**src/rtl/timer_pkg.sv**
```systemverilog
// rtl/timer_pkg.sv - shared encodings and register map for the down-counting timer
package timer_pkg;

  typedef enum logic [1:0] {
    IDLE = 2'd0,
    LOAD = 2'd1,
    CNT  = 2'd2,
    INT  = 2'd3
  } timerState_e;

  localparam logic [1:0] REG_CTRL   = 2'd0;
  localparam logic [1:0] REG_PRESET = 2'd1;
  localparam logic [1:0] REG_COUNT  = 2'd2;

  localparam int CTRL_EN      = 0;
  localparam int CTRL_MODE_LO = 1;
  localparam int CTRL_MODE_HI = 2;
  localparam int CTRL_IM      = 3;

  localparam logic [1:0] MODE_ONESHOT  = 2'b00;
  localparam logic [1:0] MODE_PERIODIC = 2'b01;

  // Only the exact periodic encoding reloads; 2'b10 and 2'b11 fall back to one-shot.
  function automatic logic isPeriodic(input logic [1:0] mode);
    return (mode == MODE_PERIODIC) && (mode != MODE_ONESHOT);
  endfunction

endpackage

```
**src/rtl/timer_counter.sv**
```systemverilog
// rtl/timer_counter.sv - memory-mapped one-shot / auto-reload down-counter with irq
module timer_counter
  import timer_pkg::*;
#(
  parameter int CNT_W = 32
) (
  input  logic        clk,
  input  logic        rst_n,
  input  logic [1:0]  addr,
  input  logic        we,
  input  logic [31:0] wd,
  output logic [31:0] rd,
  output logic        irq
);

  logic [3:0]       ctrl;
  logic [CNT_W-1:0] preset;
  logic [CNT_W-1:0] count;
  logic             irqPend;
  timerState_e      state;

  logic ctrlWr;
  logic presetWr;
  logic irqSet;

  assign ctrlWr   = we && (addr == REG_CTRL);
  assign presetWr = we && (addr == REG_PRESET);
  // The expiring CNT cycle; a CPU CTRL write landing on it must not swallow the new interrupt.
  assign irqSet   = (state == CNT) && ctrl[CTRL_EN] && (count <= CNT_W'(1));

  // FSM, counter and register file; CPU writes are placed last so they win over FSM updates.
  always_ff @(posedge clk or negedge rst_n) begin
    if (!rst_n) begin
      ctrl    <= '0;
      preset  <= '0;
      count   <= '0;
      irqPend <= 1'b0;
      state   <= IDLE;
    end else begin
      case (state)
        IDLE: begin
          if (ctrl[CTRL_EN]) state <= LOAD;
        end
        LOAD: begin
          count <= preset;
          state <= CNT;
        end
        CNT: begin
          if (!ctrl[CTRL_EN]) begin
            state <= IDLE;
          end else if (count > CNT_W'(1)) begin
            count <= count - CNT_W'(1);
          end else begin
            // A preset of 0 lands here on the first count cycle, same as a preset of 1.
            count   <= '0;
            irqPend <= 1'b1;
            state   <= INT;
          end
        end
        INT: begin
          if (isPeriodic(ctrl[CTRL_MODE_HI:CTRL_MODE_LO])) begin
            // EN is still set, so go straight to the reload: the period is PRESET+2 cycles.
            irqPend <= 1'b0;
            state   <= LOAD;
          end else begin
            ctrl[CTRL_EN] <= 1'b0;
            state         <= IDLE;
          end
        end
        default: state <= IDLE;
      endcase

      if (ctrlWr) begin
        ctrl <= wd[3:0];
        if (!irqSet) irqPend <= 1'b0;
      end
      if (presetWr) preset <= wd[CNT_W-1:0];
    end
  end

  // Combinational read mux; narrow registers are zero-extended and addr 3 reads 0.
  always_comb begin
    rd = '0;
    case (addr)
      REG_CTRL:   rd[3:0]       = ctrl;
      REG_PRESET: rd[CNT_W-1:0] = preset;
      REG_COUNT:  rd[CNT_W-1:0] = count;
      default:    rd            = '0;
    endcase
  end

  assign irq = ctrl[CTRL_IM] & irqPend;

endmodule

```
**config.mk**
```make
export PLATFORM = sky130hd
export DESIGN_NAME = timer_counter
export DESIGN_NICKNAME = d
export VERILOG_FILES = /design/src/rtl/timer_pkg.sv /design/src/rtl/timer_counter.sv
export SDC_FILE = /design/constraint.sdc
export NUM_CORES = 1
export LEC_CHECK = 0
export BUFFER_PORTS_ARGS = -buffer_cell sky130_fd_sc_hd__buf_2
export CAP_MARGIN = 20
export CORE_ASPECT_RATIO = 0.7
export CORE_MARGIN = 2
export CORE_UTILIZATION = 45
export CTS_CLUSTER_SIZE = 10
export DETAILED_ROUTE_END_ITERATION = 12
export PLACE_DENSITY_LB_ADDON = 0.15
export RECOVER_POWER = 25
export SLEW_MARGIN = 0
export SYNTH_ARGS = -nofsm -noshare
export SYNTH_HDL_FRONTEND = slang
export SYNTH_SLANG_ARGS = --single-unit
export TNS_END_PERCENT = 30
```
**constraint.sdc**
```tcl
create_clock -name clk -period 2.3 [get_ports clk]
set_input_delay 0 -clock clk [delete_from_list [all_inputs] [get_ports clk]]
set_output_delay 0 -clock clk [all_outputs]
set_load 0.005 [all_outputs]
```
==> results.toml <==
[logic_synthesis]
post_synth.cell_area_avg_um2 = 9.78
synth_top_area_cell = "sky130_fd_sc_hd__dfrtp_1"
syn-cell-area_um2 = 4220
synth.top_cells.by_area = "sky130_fd_sc_hd__dfrtp_1, sky130_fd_sc_hd__mux2_2, sky130_fd_sc_hd__a22oi_1"
postSynthRegisterBits = 71
ys_warn_count = 0
synthDistinctLibCells = 57
synth_flop_cell = "sky130_fd_sc_hd__dfrtp_1"
synthCells = 432
synth_seq_area_share = 0.421
ys_async_sr_fraction = 1.00
syn-num-nets = 475
yosysTopAreaCellShare = 0.421
synth_enable_flop_cells = 0

[min_path]
min-delay-path-class = "in -> reg"

[timing]
final_min_period_ns = 2.26
finalHoldViolCount = 0
rsz0062_at_grt = "true"
achievable-frequency_mhz = 443
post-route-period-util = 0.981
timing_worst_slew_pin_value_ns = 1.01
clock-skew-final_ns = 0.00511
setup_violations = 0
slew_headroom = 0.330
finalMaxSlewViolations = 0

[finish]
mostFrequentLayoutCell = "sky130_fd_sc_hd__dfrtp_1"
antenna_cells_inserted = 0
final_core_util = 0.608
areaGrowthSynthToFinish_pct = 31.1
num-nets-final = 594
fraction_of_final_layout_cells_with_drive_strength_greater_than_1 = 0.317
fin_area_um2 = 5540
layout_common_cells = "sky130_fd_sc_hd__dfrtp_1, sky130_fd_sc_hd__buf_2, sky130_fd_sc_hd__mux2_2, sky130_fd_sc_hd__dlygate4sd3_1, sky130_fd_sc_hd__buf_4"
count_of_filler_cells_inserted_in_the_layout = 781

[die]
die_x_um = 120
chip_height_um = 85.1
die_area_um2 = 10200
placeableCoreArea_um2 = 9110
pin_count = 70
core.rowCount = 29
start_util = 0.464

[setup_path]
cp.buffers_inverters = 2
worstPathRequired_ns = 2.56
crit_path_start_kind = "flip-flop"
cp.arrival_ns = 2.51
crit_fanout = 7
criticalPathCategory = "reg -> reg"
max_stage_delay_ns = 0.40
critical_path.cell_chain = "inv_1, ha_2, o21ba_2, and4_1, a31o_4, buf_4, or3_1, a32oi_1"
critPathSlowestCell = "sky130_fd_sc_hd__dfrtp_1"
setup.worst_path.end_class = "flip-flop"
critical-path-top-delay-family = "compound AO/OA/AOI/OAI gates"

[global_routing]
via_count_of_the_first_global_routing_pass = 3885
wire_length_of_the_first_global_routing_pass_um = 20200
grt_ovf = 0
maximum_number_of_pins_on_one_net_before_global_route_repair = 39
groute.usage.overall = 0.252
antenna_found_initial = 0

[pwr]
cell_area_power_density_nw_per_um2 = 1120
finalPower_mw = 6.19
ir_drop_mv = 0.557
leakage_nw = 2.38

[placed_design]
dpl_cell_area_um2 = 4850
place.detailed.hpwl_um = 8450
placer_s_final_routability_congestion_estimate = 0.918
io_buffer_count = 69

[detailed_routing]
detail_route.iter0.violations = 318
ant_nets = 0
route.detailed.vias_per_inst = 5.99
final_routed_wire_length_divided_by_cell_count_um = 18.4
vias = 4075
detail_route.wirelength_um = 12500
drt_pass1_iterations = 5
remaining_drc_errors = 0

[outcome]
status = "finished clean"

[cts]
path_clk_slew_ns = 0.06
clock_latency_of_the_later_clocked_register_in_the_worst_skew_pair_ns = 0.34
clock_tree.root_cell = "sky130_fd_sc_hd__clkbuf_16"
clock_buffers_created_by_tritoncts = 9
numClockSinks = 71
tritoncts = "yes"
clockBufferDepth = 2
clock_tree.htree_level_count = 3

[job]
drv_cap = 0
## area by class of cell
class,count,area [um^2],area share
clock buffer,10,239,0.0432
clock inverter,6,60.1,0.0108
inverter,10,37.5,0.00678
multi-input combinational,319,2310,0.417
sequential,71,1780,0.321
tap,124,155,0.0280
timing repair buffer,140,961,0.174
## routing by layer
metal,global-route usage,wire length (um)
met1,0.370,5950
met4,0.0684,175
met5,0,0
met2,0.376,5390
met3,0.0578,1010
## tightest hold or removal path, cell delays in order
cell and delay, ns:
sky130_fd_sc_hd__buf_2 0.11, sky130_fd_sc_hd__inv_1 0.06, sky130_fd_sc_hd__ha_1 0.26, sky130_fd_sc_hd__nand3_1 0.10, sky130_fd_sc_hd__nand2_1 0.05
## report_power, final
group          internal (mW)  total (mW)  switching (mW)
sequential              1.68        2.24           0.555
combinational           1.19        2.54            1.36
clock                  0.863        1.41           0.547
## flip-flops by register name (all words and copies together) (netlist names)
register  cells
state         2
irqPend       1
ctrl          4
count        32
preset       32
## cell families after synthesis
group,share of synthesized area
simple gates,0.201
compound gates,0.218
flops,0.421
buf+inv,0.0421
mux,0.100
fa+ha+maj,0.0178
## metrics by stage
| step | TNS (ns) | setup WS [ns] | hold slack [ns] | std cells |
|---|---|---|---|---|
| floorplan | 0 | 0.217 | -0.296 | 432 |
| global placement | 0 | 0.0869 | 0.0761 | 629 |
| detailed placement | -0.0293 | -0.0186 | 0.0861 | 629 |
| CTS | 0 | 0.00743 | 0.260 | 680 |
| global route | -0.147 | -0.0373 | 0.309 | 680 |
| finish | 0 | 0.0446 | 0.272 | 680 |
## what timing repair did
| action | 4_1_cts | 5_1_grt |
|---|---|---|
| resized for setup | 0 | 7 |
| hold buffers | 34 | 0 |
| hold endpoints to repair | 107 | 0 |
| endpoints found under the setup margin | 3 | 16 |
| buffers inserted | 1 | 0 |
| gates cloned | 0 | 0 |
## worst paths after layout
path	to	startpoint	slack, ns	depth (start not counted)
min in group asynchronous	count[11]	rst_n	0.42	3
worst min-delay path	ctrl[0]	addr[1]	0.27	5
worst max-delay path	count[13]	count[1]	0.04	8
worst min register to register	preset[4]	preset[4]	0.53	1
max in group asynchronous	preset[20]	rst_n	1.19	3
worst max register to register	count[13]	count[1]	0.04	8
## Yosys cell counts, types with 2 or more instances
cell type	instances
sky130_fd_sc_hd__nor3_2	2
sky130_fd_sc_hd__nor2b_1	33
sky130_fd_sc_hd__a21oi_1	21
sky130_fd_sc_hd__and4_1	2
sky130_fd_sc_hd__o22ai_1	10
sky130_fd_sc_hd__o311ai_0	4
sky130_fd_sc_hd__mux2_2	35
sky130_fd_sc_hd__a211o_1	2
sky130_fd_sc_hd__ha_1	6
sky130_fd_sc_hd__buf_1	3
sky130_fd_sc_hd__a31oi_1	3
sky130_fd_sc_hd__a222oi_1	4
sky130_fd_sc_hd__nand4_1	5
sky130_fd_sc_hd__inv_1	10
sky130_fd_sc_hd__o31ai_1	5
sky130_fd_sc_hd__a221oi_1	2
sky130_fd_sc_hd__nand2b_1	4
sky130_fd_sc_hd__or3_1	9
sky130_fd_sc_hd__dfrtp_1	71
sky130_fd_sc_hd__o211ai_1	5
sky130_fd_sc_hd__a31o_2	3
sky130_fd_sc_hd__mux2i_1	3
sky130_fd_sc_hd__clkbuf_1	22
sky130_fd_sc_hd__and3_1	6
sky130_fd_sc_hd__or3_4	2
sky130_fd_sc_hd__nor3_1	11
sky130_fd_sc_hd__nor4_1	5
sky130_fd_sc_hd__a32oi_1	3
sky130_fd_sc_hd__a22o_1	3
sky130_fd_sc_hd__a221o_1	6
sky130_fd_sc_hd__buf_4	2
sky130_fd_sc_hd__or4_1	2
sky130_fd_sc_hd__o31a_1	2
sky130_fd_sc_hd__o21ai_0	14
sky130_fd_sc_hd__buf_2	4
sky130_fd_sc_hd__nand3_1	11
sky130_fd_sc_hd__a22oi_1	33
sky130_fd_sc_hd__nor2_1	19
sky130_fd_sc_hd__nand2_1	25
sky130_fd_sc_hd__or2_2	3
Power figures use the tool's default switching activity.
